$ cat src/rtl/ddr_ser_pkg.sv
// Shared types and elaboration helpers for the DDR output serializer.
// Holds the pair struct, the remaining-pairs counter width and the legality check.
package ddr_ser_pkg;

   // One output pair: h leaves while clk is high, l while clk is low.
   typedef struct packed {
      logic h;
      logic l;
   } pair_t;

   function automatic int cnt_width(input int ser_w);
      int w;
      w = $clog2(ser_w / 2 + 1);
      return (w < 1) ? 1 : w;
   endfunction

   function automatic bit params_ok(input int ch, input int ser_w);
      return (ch >= 1) && (ser_w >= 2) && ((ser_w % 2) == 0);
   endfunction

endpackage

$ cat src/rtl/ddr_cell.sv
// One DDR output pin: a registered pair feeding a clock-muxed output.
// Behavioural stand-in for the vendor DDR primitive; reset maps to its aclr/aset.
module ddr_cell
   import ddr_ser_pkg::*;
#(
   parameter logic IDLE = 1'b0
) (
   input  logic  clk_i,
   input  logic  rst_n_i,
   input  pair_t pair_i,
   output logic  ddr_o
);

   logic h_r;
   logic l_r;

   // Asynchronous clear/preset forces the pin to IDLE mid-half-cycle on reset.
   always_ff @(posedge clk_i or negedge rst_n_i) begin
      if (!rst_n_i) begin
         h_r <= IDLE;
         l_r <= IDLE;
      end else begin
         h_r <= pair_i.h;
         l_r <= pair_i.l;
      end
   end

   assign ddr_o = clk_i ? h_r : l_r;

endmodule

$ cat src/rtl/ddr_ser_out.sv
// Multi-channel DDR output serializer: one word per channel in, two bits per clock out.
// Channels shift in lockstep; the last pair and the next load share an edge.
module ddr_ser_out
   import ddr_ser_pkg::*;
#(
   parameter int   CH        = 1,
   parameter int   SER_W     = 8,
   parameter bit   MSB_FIRST = 1'b0,
   parameter logic IDLE      = 1'b0
) (
   input  logic                clk_i,
   input  logic                rst_n_i,
   input  logic [CH*SER_W-1:0] data_i,
   input  logic                valid_i,
   output logic                ready_o,
   output logic                busy_o,
   output logic [CH-1:0]       ddr_o
);

   localparam int               CNT_W    = cnt_width(SER_W);
   localparam logic [CNT_W-1:0] CNT_LOAD = CNT_W'(SER_W / 2);
   localparam logic [CNT_W-1:0] CNT_ONE  = CNT_W'(1);

   if (!params_ok(CH, SER_W)) begin : g_param_check
      $fatal(1, "ddr_ser_out: SER_W must be even and >= 2, CH must be >= 1");
   end

   logic             run_r;
   logic [CNT_W-1:0] cnt_r;
   logic [SER_W-1:0] sh_r     [CH];
   pair_t            pair_r   [CH];
   logic [SER_W-1:0] sh_adv   [CH];
   pair_t            pair_nxt [CH];
   logic             accept;

   // Handshake: a word transfers on a clock edge where valid_i & ready_o; ready_o
   // depends on registers only, and the upstream holds data_i stable until then.
   assign ready_o = run_r & (cnt_r <= CNT_ONE);
   assign busy_o  = (cnt_r != '0);
   assign accept  = valid_i & ready_o;

   always_comb begin
      for (int c = 0; c < CH; c++) begin
         if (MSB_FIRST) begin
            pair_nxt[c] = '{h: sh_r[c][SER_W-1], l: sh_r[c][SER_W-2]};
            sh_adv[c]   = sh_r[c] << 2;
         end else begin
            pair_nxt[c] = '{h: sh_r[c][0], l: sh_r[c][1]};
            sh_adv[c]   = sh_r[c] >> 2;
         end
      end
   end

   // A load on the last-pair edge still emits that pair, so streaming is gapless.
   always_ff @(posedge clk_i or negedge rst_n_i) begin
      if (!rst_n_i) begin
         run_r <= 1'b0;
         cnt_r <= '0;
         for (int c = 0; c < CH; c++) begin
            sh_r[c]   <= '0;
            pair_r[c] <= '{h: IDLE, l: IDLE};
         end
      end else begin
         run_r <= 1'b1;
         for (int c = 0; c < CH; c++) begin
            pair_r[c] <= busy_o ? pair_nxt[c] : '{h: IDLE, l: IDLE};
            if (accept) begin
               sh_r[c] <= data_i[c*SER_W +: SER_W];
            end else if (busy_o) begin
               sh_r[c] <= sh_adv[c];
            end
         end
         if (accept) begin
            cnt_r <= CNT_LOAD;
         end else if (busy_o) begin
            cnt_r <= cnt_r - CNT_ONE;
         end
      end
   end

   for (genvar c = 0; c < CH; c++) begin : g_cell
      ddr_cell #(
         .IDLE (IDLE)
      ) u_cell (
         .clk_i   (clk_i),
         .rst_n_i (rst_n_i),
         .pair_i  (pair_r[c]),
         .ddr_o   (ddr_o[c])
      );
   end

endmodule

$ cat config.mk
export PLATFORM = sky130hd
export DESIGN_NAME = ddr_ser_out
export DESIGN_NICKNAME = d
export VERILOG_FILES = /design/src/rtl/ddr_ser_pkg.sv /design/src/rtl/ddr_cell.sv /design/src/rtl/ddr_ser_out.sv
export SDC_FILE = /design/constraint.sdc
export NUM_CORES = 1
export LEC_CHECK = 0
export CAP_MARGIN = 20
export CORE_MARGIN = 2
export CORE_UTILIZATION = 45
export CTS_CLUSTER_SIZE = 40
export DETAILED_ROUTE_END_ITERATION = 6
export PLACE_DENSITY_LB_ADDON = 0.08
export SLEW_MARGIN = 10
export SYNTH_ARGS = -nofsm -noshare
export SYNTH_HDL_FRONTEND = slang
export SYNTH_SLANG_ARGS = --single-unit
$ cat constraint.sdc
create_clock -name clk_i -period 1.8 [get_ports clk_i]
set_input_delay 0.18 -clock clk_i [delete_from_list [all_inputs] [get_ports clk_i]]
set_output_delay 0.18 -clock clk_i [all_outputs]
set_load 0.1 [all_outputs]
---- Word level (Yosys, flattened, before mapping) ----
Cells that the tools add are included.
word-level totals
  input bits .............................. 11
  register bits ........................... 16
  output and inout port bits .............. 3
  logic and storage cells ................. 19
cells by class
  bitwise logic cells ..................... 2
  add/subtract/negate cells ............... 1
  reductions and logical operators ........ 2
  $lt $le $gt $ge ......................... 1
  multiplexer cells ....................... 6
operators with widths
  operator                                                        count
  two-way mux 8 bit                                               2
  two-way mux 3 bit                                               2
  less-or-equal comparator 3 x 1 -> 1 bit, second input constant  1
  nonzero test 3 bit                                              1
  subtractor 3 x 1 -> 3 bit, second input constant                1
  AND 1 bit                                                       2
  two-way mux 2 bit                                               1
  nonzero test 2 bit                                              1
  two-way mux 1 bit                                               1

---- Longest topological paths before layout ----
  word-level depth ........................ 4
  gate-level depth with buffers ........... 7
  mapped depth without buffers ............ 6

---- Cells and area by module ----
A second synthesis with hierarchy kept.
second synthesis, totals
  cells, all modules ...................... 58
  area total of the unflattened synthesis .. 769.5 um^2
modules (own cells, without submodules)
  module       area an instance (um^2)  sequential area each (um^2)  times used  cells each
  ddr_ser_out  704.4                    350.3                        1           55
  ddr_cell     65.1                     50.0                         1           3

==> run metrics <==
post-synthesis register bit count=16; Static Leakage=about 0.57 nW; final setup vio count=0; Hold Crit Class=in -> async; Placer Congestion=0.7616; Die Ht=around 45 um; Area Growth Syn to Fin=47.71%; Cells after Synth=58; initial antenna violation count=0; clock period minus worst slack=1.789 ns; reg2reg start=cnt_r[1]$_DFFE_PN0P_; fmax=between 500 and 600 MHz; CP Max Fanout=6; Nets=102; IO Port Bufs=13; crit path DAT=1.61 ns; share of cells above drive strength 1=between 40% and 50%; Total Wirelength=between 1000 and 1500 um; Final period util=around 100%; Clk Latency, worst-skew pair=~0.38 ns; Die W=roughly 45 um; I/O pin cnt=14; Worst-path clk slew=0.09 ns; Die ar.=2048 sq um; CP endpoint kind=output pin; Yosys cell types=20; outcome=completed; n_diodes=0; syn avg cell area=13.20 sq um; Rows=14; max_cap viols=0; CTS Hold Buffers Added=0; Hold Vio Cnt, Final=0; total power=1.880 mW; met1 Resource Use GR=17.05%; Worst Setup Slack, final=0.01072 ns; DRC viols=0; core area=approximately 1600 sq um; first-pass GRT wire length=about 2200 um; Crit Path Class=reg -> out; syn nets=72; ANT nets after route=0; sequential share of the synthesized area=between 50% and 60%; routed vias/inst=~5.0; grt met2 use=a little over a quarter; post-layout util=about 73%; Power Density=around 1700 nW/um^2; vias in the first global route=between 500 and 600; RSZ-0062 raised after global routing=true; WP data required=about 1.6 ns; Max VDD drop=0.0007650 V; met3 usage=10.00%; biggest area consumer among synthesized cells=dfrtp_1; flop-to-flop setup slack=0.05 ns; detailed placement HPWL=roughly 900 um; beginning of the critical path=cnt_r[1]$_DFFE_PN0P_; Cell Area, Placed=980.9 sq um; Finished Cell Area=approximately 1100 sq um; Iter 0 DRT Violations=5; largest net degree at the start of global routing=17; share of the synthesized area in the top cell type=52.29%; wire per inst=13.50 um; Yosys Warn Count=0; Final Skew=approximately 0.0027 ns; pre-CTS setup slack=-0.5866 ns; Mapped Area=about 770 sq um; max-slew violation count=0; Area contributors post-synth=dfrtp_1 52%, mux2_4 12%, mux2_2 10%; global route hottest layer=met2; total number of vias=510; startpoint types=register; grt total ovfl=0; initial core utilization=between 40% and 50%; All-Layer GR Usage=between 10% and 20%; First-pass DRT Iterations=4; final hold slack=roughly 0.11 ns; fillcell total=~110; CTS tree=done
[registers in the layout, indices dropped and copies added, names as in the netlist]
signal             count
cnt_r                  3
g_cell.u_cell.h_r      1
g_cell.u_cell.l_r      1
pair_r                 2
run_r                  1
sh_r                   8
[placed cells by master, fill, tap and decap left out, types with 2 or more instances in the layout]
master,n
dfrtp_1,16
clkbuf_4,6
ha_4,2
mux2_2,7
nand2_1,4
mux2_4,6
buf_12,3
mux2i_1,3
buf_6,5
clkdlybuf4s50_1,10
nor2_1,2
and2_1,2
buf_4,6
inv_1,3
[cells by family (layout without fill, tap and decap cells)]
logic type                 after synthesis  after routing  synth area share (%)
buffers and inverters                    7             35                 4.901
adders and majority gates                3              3                 4.902
other                                    1              1                0.4897
muxes                                   16             16                 25.98
and+or+nand+nor                         11             11                 7.190
xor gates and xnor gates                 1              1                 1.144
AOI/OAI and AO/OA                        3              3                 3.104
DFF                                     16             16                 52.29
[critical path, stage by stage (launching register included)]
cell	delay, ns
dfrtp_1	0.40
inv_2	0.07
buf_6	0.12
ha_4	0.15
nor2b_4	0.13
buf_12	0.14
inv_8	0.05
buf_12	0.16
[per-layer routing]
metal	wire length (um)	vias up
met5	0	-
met4	0	0
met3	85	0
met2	705	17
met1	586	246
li1	-	247
[repair_timing]
action                     CTS  global route
buffers inserted             7             0
hold endpoints to repair     0             0
setup endpoints to repair    3             8
pin swaps                    1             1
gates resized for setup     14             4
[stage by stage]
step           cells   TNS (ns)
5_1_grt          102    -0.1407
6_report         102          0
2_1_floorplan     58    -0.2699
3_5_place_dp      91    -0.5866
4_1_cts          102  -0.007167
3_3_place_gp      91    -0.5866
[cells in the mapped netlist]
| library cell | count |
|---|---|
| a221oi_1 | 1 |
| mux2_2 | 7 |
| ha_1 | 3 |
| inv_2 | 1 |
| or3_1 | 1 |
| and2_1 | 2 |
| a21oi_1 | 1 |
| xnor2_1 | 1 |
| nand2_1 | 4 |
| dfrtp_1 | 16 |
| buf_4 | 1 |
| o21ba_1 | 1 |
| nor2_1 | 2 |
| conb_1 | 1 |
| inv_1 | 4 |
| nor3b_1 | 1 |
| mux2_4 | 6 |
| nor2b_1 | 1 |
| buf_6 | 1 |
| mux2i_1 | 3 |
[layout make-up]
cell class / count / area [sq um] / share of cell area, %
clock buffers: 7 / 56.30 / 4.978
inverters: 5 / 26.28 / 2.323
multi-input cells: 35 / 377.9 / 33.41
flip-flops and latches: 16 / 400.4 / 35.40
well taps: 16 / 20.02 / 1.770
repair buffers: 23 / 250.2 / 22.12
[path summary, 6_finish.rpt]
check	to	cells after the start
worst max register to register	sh_r[2]$_DFFE_PN0P_	7
worst max-delay path	busy_o	7
worst min-delay path	sh_r[1]$_DFFE_PN0P_	2
min in group clk_i	sh_r[6]$_DFFE_PN0P_	3
worst min register to register	g_cell[0].u_cell.h_r$_DFF_PN0_	0
max in group asynchronous	run_r$_DFF_PN0_	2
[power breakdown]
part / internal, mW / switching, mW
clock network: 0.182 / 0.198
registers: 0.474 / 0.0840
logic: 0.530 / 0.412
total: 1.19 / 0.694
Power figures use the tool's default switching activity.
